## src/rtl/mult_arb_pkg.sv

```systemverilog
// Shared types and defaults for the multiplier sequencer/arbiter slice.
package mult_arb_pkg;

  localparam int MULT_W          = 16;
  localparam int PROD_W          = 2 * MULT_W;
  localparam int DEFAULT_TIMEOUT = 64;

  typedef enum logic [1:0] {
    IDLE  = 2'd0,
    START = 2'd1,
    WAIT  = 2'd2,
    RESP  = 2'd3
  } arb_state_e;

endpackage

```

## src/rtl/mult_arbiter_rr_pick2.sv

```systemverilog
// rr_pick2: combinational two-way round-robin picker.
// A lone requester always wins; on a tie the requester that was not served
// last wins. Shared by other two-client arbiters.
module rr_pick2 (
  input  logic [1:0] valid_i,
  input  logic       last_i,
  output logic       grant_valid_o,
  output logic       grant_id_o
);

  // Pick a winner from the current request vector and the last-served id.
  always_comb begin
    grant_valid_o = |valid_i;
    unique case (valid_i)
      2'b01:   grant_id_o = 1'b0;
      2'b10:   grant_id_o = 1'b1;
      2'b11:   grant_id_o = ~last_i;
      default: grant_id_o = 1'b0;
    endcase
  end

endmodule

```

## src/rtl/mult_arbiter.sv

```systemverilog
// mult_arbiter: shares one shift-add multiplier (St/Done/Idle/Produto)
// between two requesters with round-robin fairness and a watchdog.
// Optional feature macro: MULT_ARB_ZERO_BYPASS_EN -- when defined, a request
// with a zero operand completes on the cycle after accept without starting
// the multiplier.
//
// state | meaning
// IDLE  | waiting for a request while the multiplier is idle
// START | holding mul_st until the multiplier leaves idle
// WAIT  | multiplier running; waiting for mul_done or watchdog expiry
// RESP  | one-cycle done (and err) pulse to the granted requester
module mult_arbiter
  import mult_arb_pkg::*;
#(
  parameter int WIDTH          = MULT_W,
  parameter int TIMEOUT_CYCLES = DEFAULT_TIMEOUT
) (
  input  logic                 Clk,
  input  logic                 reset,
  input  logic                 req0_valid,
  input  logic [WIDTH-1:0]     req0_a,
  input  logic [WIDTH-1:0]     req0_b,
  output logic                 req0_ready,
  output logic                 req0_done,
  output logic                 req0_err,
  output logic [2*WIDTH-1:0]   req0_product,
  input  logic                 req1_valid,
  input  logic [WIDTH-1:0]     req1_a,
  input  logic [WIDTH-1:0]     req1_b,
  output logic                 req1_ready,
  output logic                 req1_done,
  output logic                 req1_err,
  output logic [2*WIDTH-1:0]   req1_product,
  output logic                 mul_st,
  output logic [WIDTH-1:0]     mul_multiplicando,
  output logic [WIDTH-1:0]     mul_multiplicador,
  input  logic                 mul_done,
  input  logic                 mul_idle,
  input  logic [2*WIDTH-1:0]   mul_produto,
  output logic                 busy
);

  localparam int PW   = 2 * WIDTH;
  // Down-counter loaded on accept; reaching zero while still in START/WAIT
  // means TIMEOUT_CYCLES cycles have elapsed since START was entered.
  localparam int WD_W = (TIMEOUT_CYCLES > 1) ? $clog2(TIMEOUT_CYCLES) : 1;
  localparam logic [WD_W-1:0] WD_LOAD = WD_W'(TIMEOUT_CYCLES - 1);
  localparam logic [WD_W-1:0] WD_ONE  = WD_W'(1);

  arb_state_e        state_q, state_d;
  logic              last_q,  last_d;
  logic              grant_q, grant_d;
  logic              err_q,   err_d;
  logic [WIDTH-1:0]  opa_q,   opa_d;
  logic [WIDTH-1:0]  opb_q,   opb_d;
  logic [WD_W-1:0]   wd_q,    wd_d;
  logic [PW-1:0]     prod0_q, prod0_d;
  logic [PW-1:0]     prod1_q, prod1_d;

  logic              pick_valid;
  logic              pick_id;
  logic              accept;
  logic              zero_byp;
  logic              wd_tc;
  logic [WIDTH-1:0]  sel_a;
  logic [WIDTH-1:0]  sel_b;

  rr_pick2 u_pick (
    .valid_i       ({req1_valid, req0_valid}),
    .last_i        (last_q),
    .grant_valid_o (pick_valid),
    .grant_id_o    (pick_id)
  );

  assign accept = (state_q == IDLE) && mul_idle && pick_valid && !reset;
  assign sel_a  = pick_id ? req1_a : req0_a;
  assign sel_b  = pick_id ? req1_b : req0_b;
  assign wd_tc  = (wd_q == '0);

`ifdef MULT_ARB_ZERO_BYPASS_EN
  assign zero_byp = (sel_a == '0) || (sel_b == '0);
`else
  assign zero_byp = 1'b0;
`endif

  // Next-state, operand latch, watchdog and product capture.
  always_comb begin
    state_d = state_q;
    last_d  = last_q;
    grant_d = grant_q;
    err_d   = err_q;
    opa_d   = opa_q;
    opb_d   = opb_q;
    wd_d    = wd_q;
    prod0_d = prod0_q;
    prod1_d = prod1_q;
    unique case (state_q)
      IDLE: begin
        if (accept) begin
          grant_d = pick_id;
          err_d   = 1'b0;
          wd_d    = WD_LOAD;
          if (zero_byp) begin
            // Multiplier is left untouched; the answer is known to be zero.
            state_d = RESP;
            if (pick_id) prod1_d = '0;
            else         prod0_d = '0;
          end else begin
            opa_d   = sel_a;
            opb_d   = sel_b;
            state_d = START;
          end
        end
      end
      START: begin
        // The watchdog also covers a multiplier that never leaves idle.
        if (wd_tc) begin
          err_d   = 1'b1;
          state_d = RESP;
        end else begin
          wd_d = wd_q - WD_ONE;
          if (!mul_idle) state_d = WAIT;
        end
      end
      WAIT: begin
        if (mul_done) begin
          state_d = RESP;
          if (grant_q) prod1_d = mul_produto;
          else         prod0_d = mul_produto;
        end else if (wd_tc) begin
          err_d   = 1'b1;
          state_d = RESP;
        end else begin
          wd_d = wd_q - WD_ONE;
        end
      end
      RESP: begin
        last_d  = grant_q;
        state_d = IDLE;
      end
      default: state_d = IDLE;
    endcase
  end

  // State and datapath registers with synchronous reset.
  always_ff @(posedge Clk) begin
    if (reset) begin
      state_q <= IDLE;
      last_q  <= 1'b1;
      grant_q <= 1'b0;
      err_q   <= 1'b0;
      opa_q   <= '0;
      opb_q   <= '0;
      wd_q    <= '0;
      prod0_q <= '0;
      prod1_q <= '0;
    end else begin
      state_q <= state_d;
      last_q  <= last_d;
      grant_q <= grant_d;
      err_q   <= err_d;
      opa_q   <= opa_d;
      opb_q   <= opb_d;
      wd_q    <= wd_d;
      prod0_q <= prod0_d;
      prod1_q <= prod1_d;
    end
  end

  assign req0_ready        = accept && !pick_id;
  assign req1_ready        = accept &&  pick_id;
  assign req0_done         = (state_q == RESP) && !grant_q;
  assign req1_done         = (state_q == RESP) &&  grant_q;
  assign req0_err          = req0_done && err_q;
  assign req1_err          = req1_done && err_q;
  assign req0_product      = prod0_q;
  assign req1_product      = prod1_q;
  // St is dropped as soon as the multiplier reports busy.
  assign mul_st            = (state_q == START) && mul_idle;
  assign mul_multiplicando = opa_q;
  assign mul_multiplicador = opb_q;
  assign busy              = (state_q != IDLE);

endmodule

```

## config.mk

```make
export PLATFORM = sky130hd
export DESIGN_NAME = mult_arbiter
export DESIGN_NICKNAME = d
export VERILOG_FILES = /design/src/rtl/mult_arb_pkg.sv /design/src/rtl/mult_arbiter_rr_pick2.sv /design/src/rtl/mult_arbiter.sv
export SDC_FILE = /design/constraint.sdc
export NUM_CORES = 1
export LEC_CHECK = 0
export ABC_AREA = 1
export CAP_MARGIN = 20
export CORE_ASPECT_RATIO = 1.25
export CORE_MARGIN = 2
export CORE_UTILIZATION = 60
export DETAILED_ROUTE_END_ITERATION = 6
export DONT_BUFFER_PORTS = 1
export HOLD_SLACK_MARGIN = 0.12
export PLACE_DENSITY_LB_ADDON = 0.1
export SETUP_SLACK_MARGIN = 0.15
export SLEW_MARGIN = 20
export SYNTH_ARGS = -nofsm -noshare
export SYNTH_HDL_FRONTEND = slang
export SYNTH_SLANG_ARGS = --single-unit
```

## constraint.sdc

```tcl
create_clock -name Clk -period 2.2 [get_ports Clk]
set_input_delay 0.33 -clock Clk [delete_from_list [all_inputs] [get_ports Clk]]
set_output_delay 0.33 -clock Clk [all_outputs]
set_load 0.05 [all_outputs]
```

==> flow_summary.json <==
{
  "status": "finished clean",
  "met2_usage_pct": 53.98,
  "power_density_mw_per_mm2": 1018,
  "ys_seq_area_share_pct": 50.40,
  "grt_usage_pct": 31.82,
  "instances_no_fill": 747,
  "path_cells": "inv_2 > ha_4 > nand2_1 > nor2_4 > nand2_4 > a21oi_4 > buf_12",
  "max_stage_delay_ps": 380,
  "synth_fp_nets": 681,
  "maxSlewViolCount": 0,
  "yosysMostFrequentCell": "nand2_1",
  "tightest_slew_ps": 603.4,
  "clkSlewWorstSetupHoldPaths_ps": 120,
  "ios": 206,
  "synth_top_cell_by_area": "dfxtp_1",
  "rrSetupSlack_ps": 300,
  "drt_iter0_markers": 280,
  "area_delta_synth_final_pct": 31.20,
  "worst_setup_path_start_kind": "flip-flop",
  "hold_path.class": "primary input to flip-flop",
  "dr_total_vias": 4460,
  "grt_pass1_vias": 4123,
  "skew_ps": 17.65,
  "port_buffers": 0,
  "hold_slack_ps": 119.2,
  "die_h_microns": 98.10,
  "synth_edf_count": 0,
  "rsz0062_at_grt": "no",
  "relSlewSlack_pct": 59.73,
  "final_core_util_pct": 80.42,
  "vias_per_cell": 5.971,
  "ff2ff_path_depth": 10,
  "seqCellArea_sq_mm": 0.002147,
  "synthTopCellsByArea": "dfxtp_1 50%, nand2_1 14%, nor2_1 7.2%",
  "met1_usage_pct": 34.18,
  "synth_seq_cells": 107,
  "synth_top_cell_area_share_pct": 50.40,
  "grt_pass1_wl_mm": 19.66,
  "dp_hpwl_mm": 7.470,
  "grt_busiest_layer": "met2",
  "grt_max_degree": 71,
  "core-area_sq_mm": 0.006934,
  "die_area_sq_mm": 0.007777,
  "end_kind": "primary output",
  "htree_levels": 3,
  "worstPathArrival_ps": 1620,
  "grtUsageMet3_pct": 11.18,
  "multiInputGateArea_sq_mm": 0.001896,
  "synth.avg_cell_area_sq_um": 7.431,
  "path_class": "flip-flop to primary output",
  "drc": 0,
  "syn_area_sq_mm": 0.004250,
  "setup_tns_ps": 0,
  "ant_nets": 0,
  "cts_buffers": 9,
  "yosys-top-cells-count": "161 x nand2_1, 107 x dfxtp_1, 81 x nor2_1",
  "clockBufferDepth": 2,
  "clkSinkCount": 107,
  "syn_inst": 572,
  "antenna_found_initial": 0,
  "wire_per_inst_microns": 18.27,
  "synth.distinct_cells": 24,
  "hold_depth": 2,
  "reg2reg_to": "mul_multiplicando[15]$_SDFFE_PP0P_",
  "finalPower_uw": 5680,
  "synthArstFlopShare_pct": 0,
  "synth_ff_type": "dfxtp_1",
  "crit_path_top_delay_cell": "dfxtp_4",
  "die_x_microns": 79.28,
  "r2r-start": "state_q[0]$_SDFFE_PP0P_",
  "synth_warnings": 0,
  "clock.fmax_ghz": 0.5140,
  "wirelength_mm": 13.65,
  "dpl.cell_count": 638,
  "grt_overflow_total": 0,
  "cts-root-buf": "clkbuf_8",
  "holdCritStartpoint": "req1_b[3]",
  "p_leak_uw": 0.002137,
  "maxCapViolCount": 0,
  "path_max_fanout": 7,
  "required_ps": 1870,
  "setup_viol": 0,
  "nNetsFinal": 760,
  "hold_viol_final": 0,
  "fp-row-count": 34,
  "vdd_drop_max_v": 0.0006207,
  "start_util_pct": 61.30,
  "n_fill_cell": 440,
  "worstHoldEndpoint": "mul_multiplicador[3]$_SDFFE_PP0P_",
  "finalCriticalPeriod_ps": 1945,
  "cts_tree": "done",
  "place.gp.congestion": 0.8774,
  "min_period_over_period_pct": 88.43,
  "first_pass_iters": 5,
  "clock_latency_ps": 370,
  "drive_above_1_share_pct": 7.774
}
==> critical path: cells and delay by family (launching register included) <==
kind,cells,cell delay (ps)
AOI/OAI and AO/OA,1,170
buffers and inverters,2,280
and+or+nand+nor,3,270
adders and majority gates,1,150
DFF,1,380
==> logic make-up (layout without fill, tap and decap cells) <==
kind of cell    after synthesis  in the layout  synth area share [%]
xor+xnor                      1              1                0.2061
fa+ha+maj                     7              7                 2.061
buf+inv                      57            141                 5.770
simple gates                292            292                 27.76
compound gates              108            108                 13.81
flops                       107            107                 50.40
other cells                   0              1                     0
==> layer usage <==
metal | part of all wire [%] | routed length (microns) | vias to the layer above
met2 | 49 | 6672 | 334
met1 | 35 | 4734 | 2008
met3 | 11 | 1436 | 83
met4 | 5.9 | 802 | 0
li1 | - | - | 2035
met5 | 0 | 0 | -
==> state kept, by name (all words and copies together) (netlist names) <==
register,count
req1_product,32
req0_product,32
state_q,2
mul_multiplicador,16
grant_q,1
wd_q,6
err_q,1
last_q,1
mul_multiplicando,16
==> per-stage QoR <==
stage	setup slack (ps)	instance area, sq um
detailed placement	274.7	4348
floorplan	201.6	4255
finish	254.6	5577
global placement	410.9	4348
CTS	159.9	5385
global route	147.8	5574
==> cell type report <==
cell class / count / share of cell area [%]
Antenna cell: 1 / 0.04487
Clock buffer: 9 / 2.221
Clock inverter: 7 / 1.526
Inverter: 20 / 1.414
Multi-Input combinational cell: 408 / 33.99
Sequential cell: 107 / 38.50
Tap cell: 90 / 2.019
Timing Repair Buffer: 105 / 20.28
==> report_power, final <==
part	internal (uW)	switching, uW	total (uW)
sequential	2180	720	2900
combinational	578	955	1530
clock	546	704	1250
total	3300	2380	5680
==> placed cells by master, fill, tap and decap left out <==
master         count
a21oi_1           39
a21oi_4            1
a31oi_1           32
buf_12             3
buf_16             1
buf_4             14
bufbuf_16          1
bufinv_16          1
clkbuf_16          3
clkbuf_8           9
clkinv_1           1
clkinv_4           2
clkinvlp_4         3
dfxtp_1          105
dfxtp_2            1
dfxtp_4            1
diode_2            1
dlygate4sd3_1     83
ha_1               6
ha_4               1
inv_1             16
inv_2              2
inv_8              2
nand2_1          161
nand2_4            1
nand3_1           40
nand4_1            5
nor2_1            80
nor2_2             1
nor2_4             2
nor3_2             1
o211ai_1           1
o21ai_0           35
or2_2              1
xor2_1             1
==> worst max path at each step <==
stage	slack, ps	start	depth (start not counted)	endpoint
after detailed placement	270	state_q[0]$_SDFFE_PP0P_	7	req0_product[13]$_SDFFE_PP0P_
after CTS	160	state_q[1]$_SDFFE_PP0P_	7	req0_ready
after global placement	410	state_q[0]$_SDFFE_PP0P_	7	req0_product[0]$_SDFFE_PP0P_
final	250	state_q[0]$_SDFFE_PP0P_	7	req0_ready
after floorplan	200	grant_q$_SDFFE_PP0P_	4	req1_err
after global routing	150	state_q[0]$_SDFFE_PP0P_	7	req0_product[23]$_SDFFE_PP0P_
==> what timing repair did <==
action | in CTS | in global routing
buffers inserted | 1 | 3
hold endpoints to repair | 98 | 7
pin swaps | 0 | 1
hold buffers | 77 | 7
resized for setup | 0 | 8
endpoints found under the setup margin | 1 | 37
cloned | 1 | 3
Note: power is estimated with default switching activity, not from simulation.
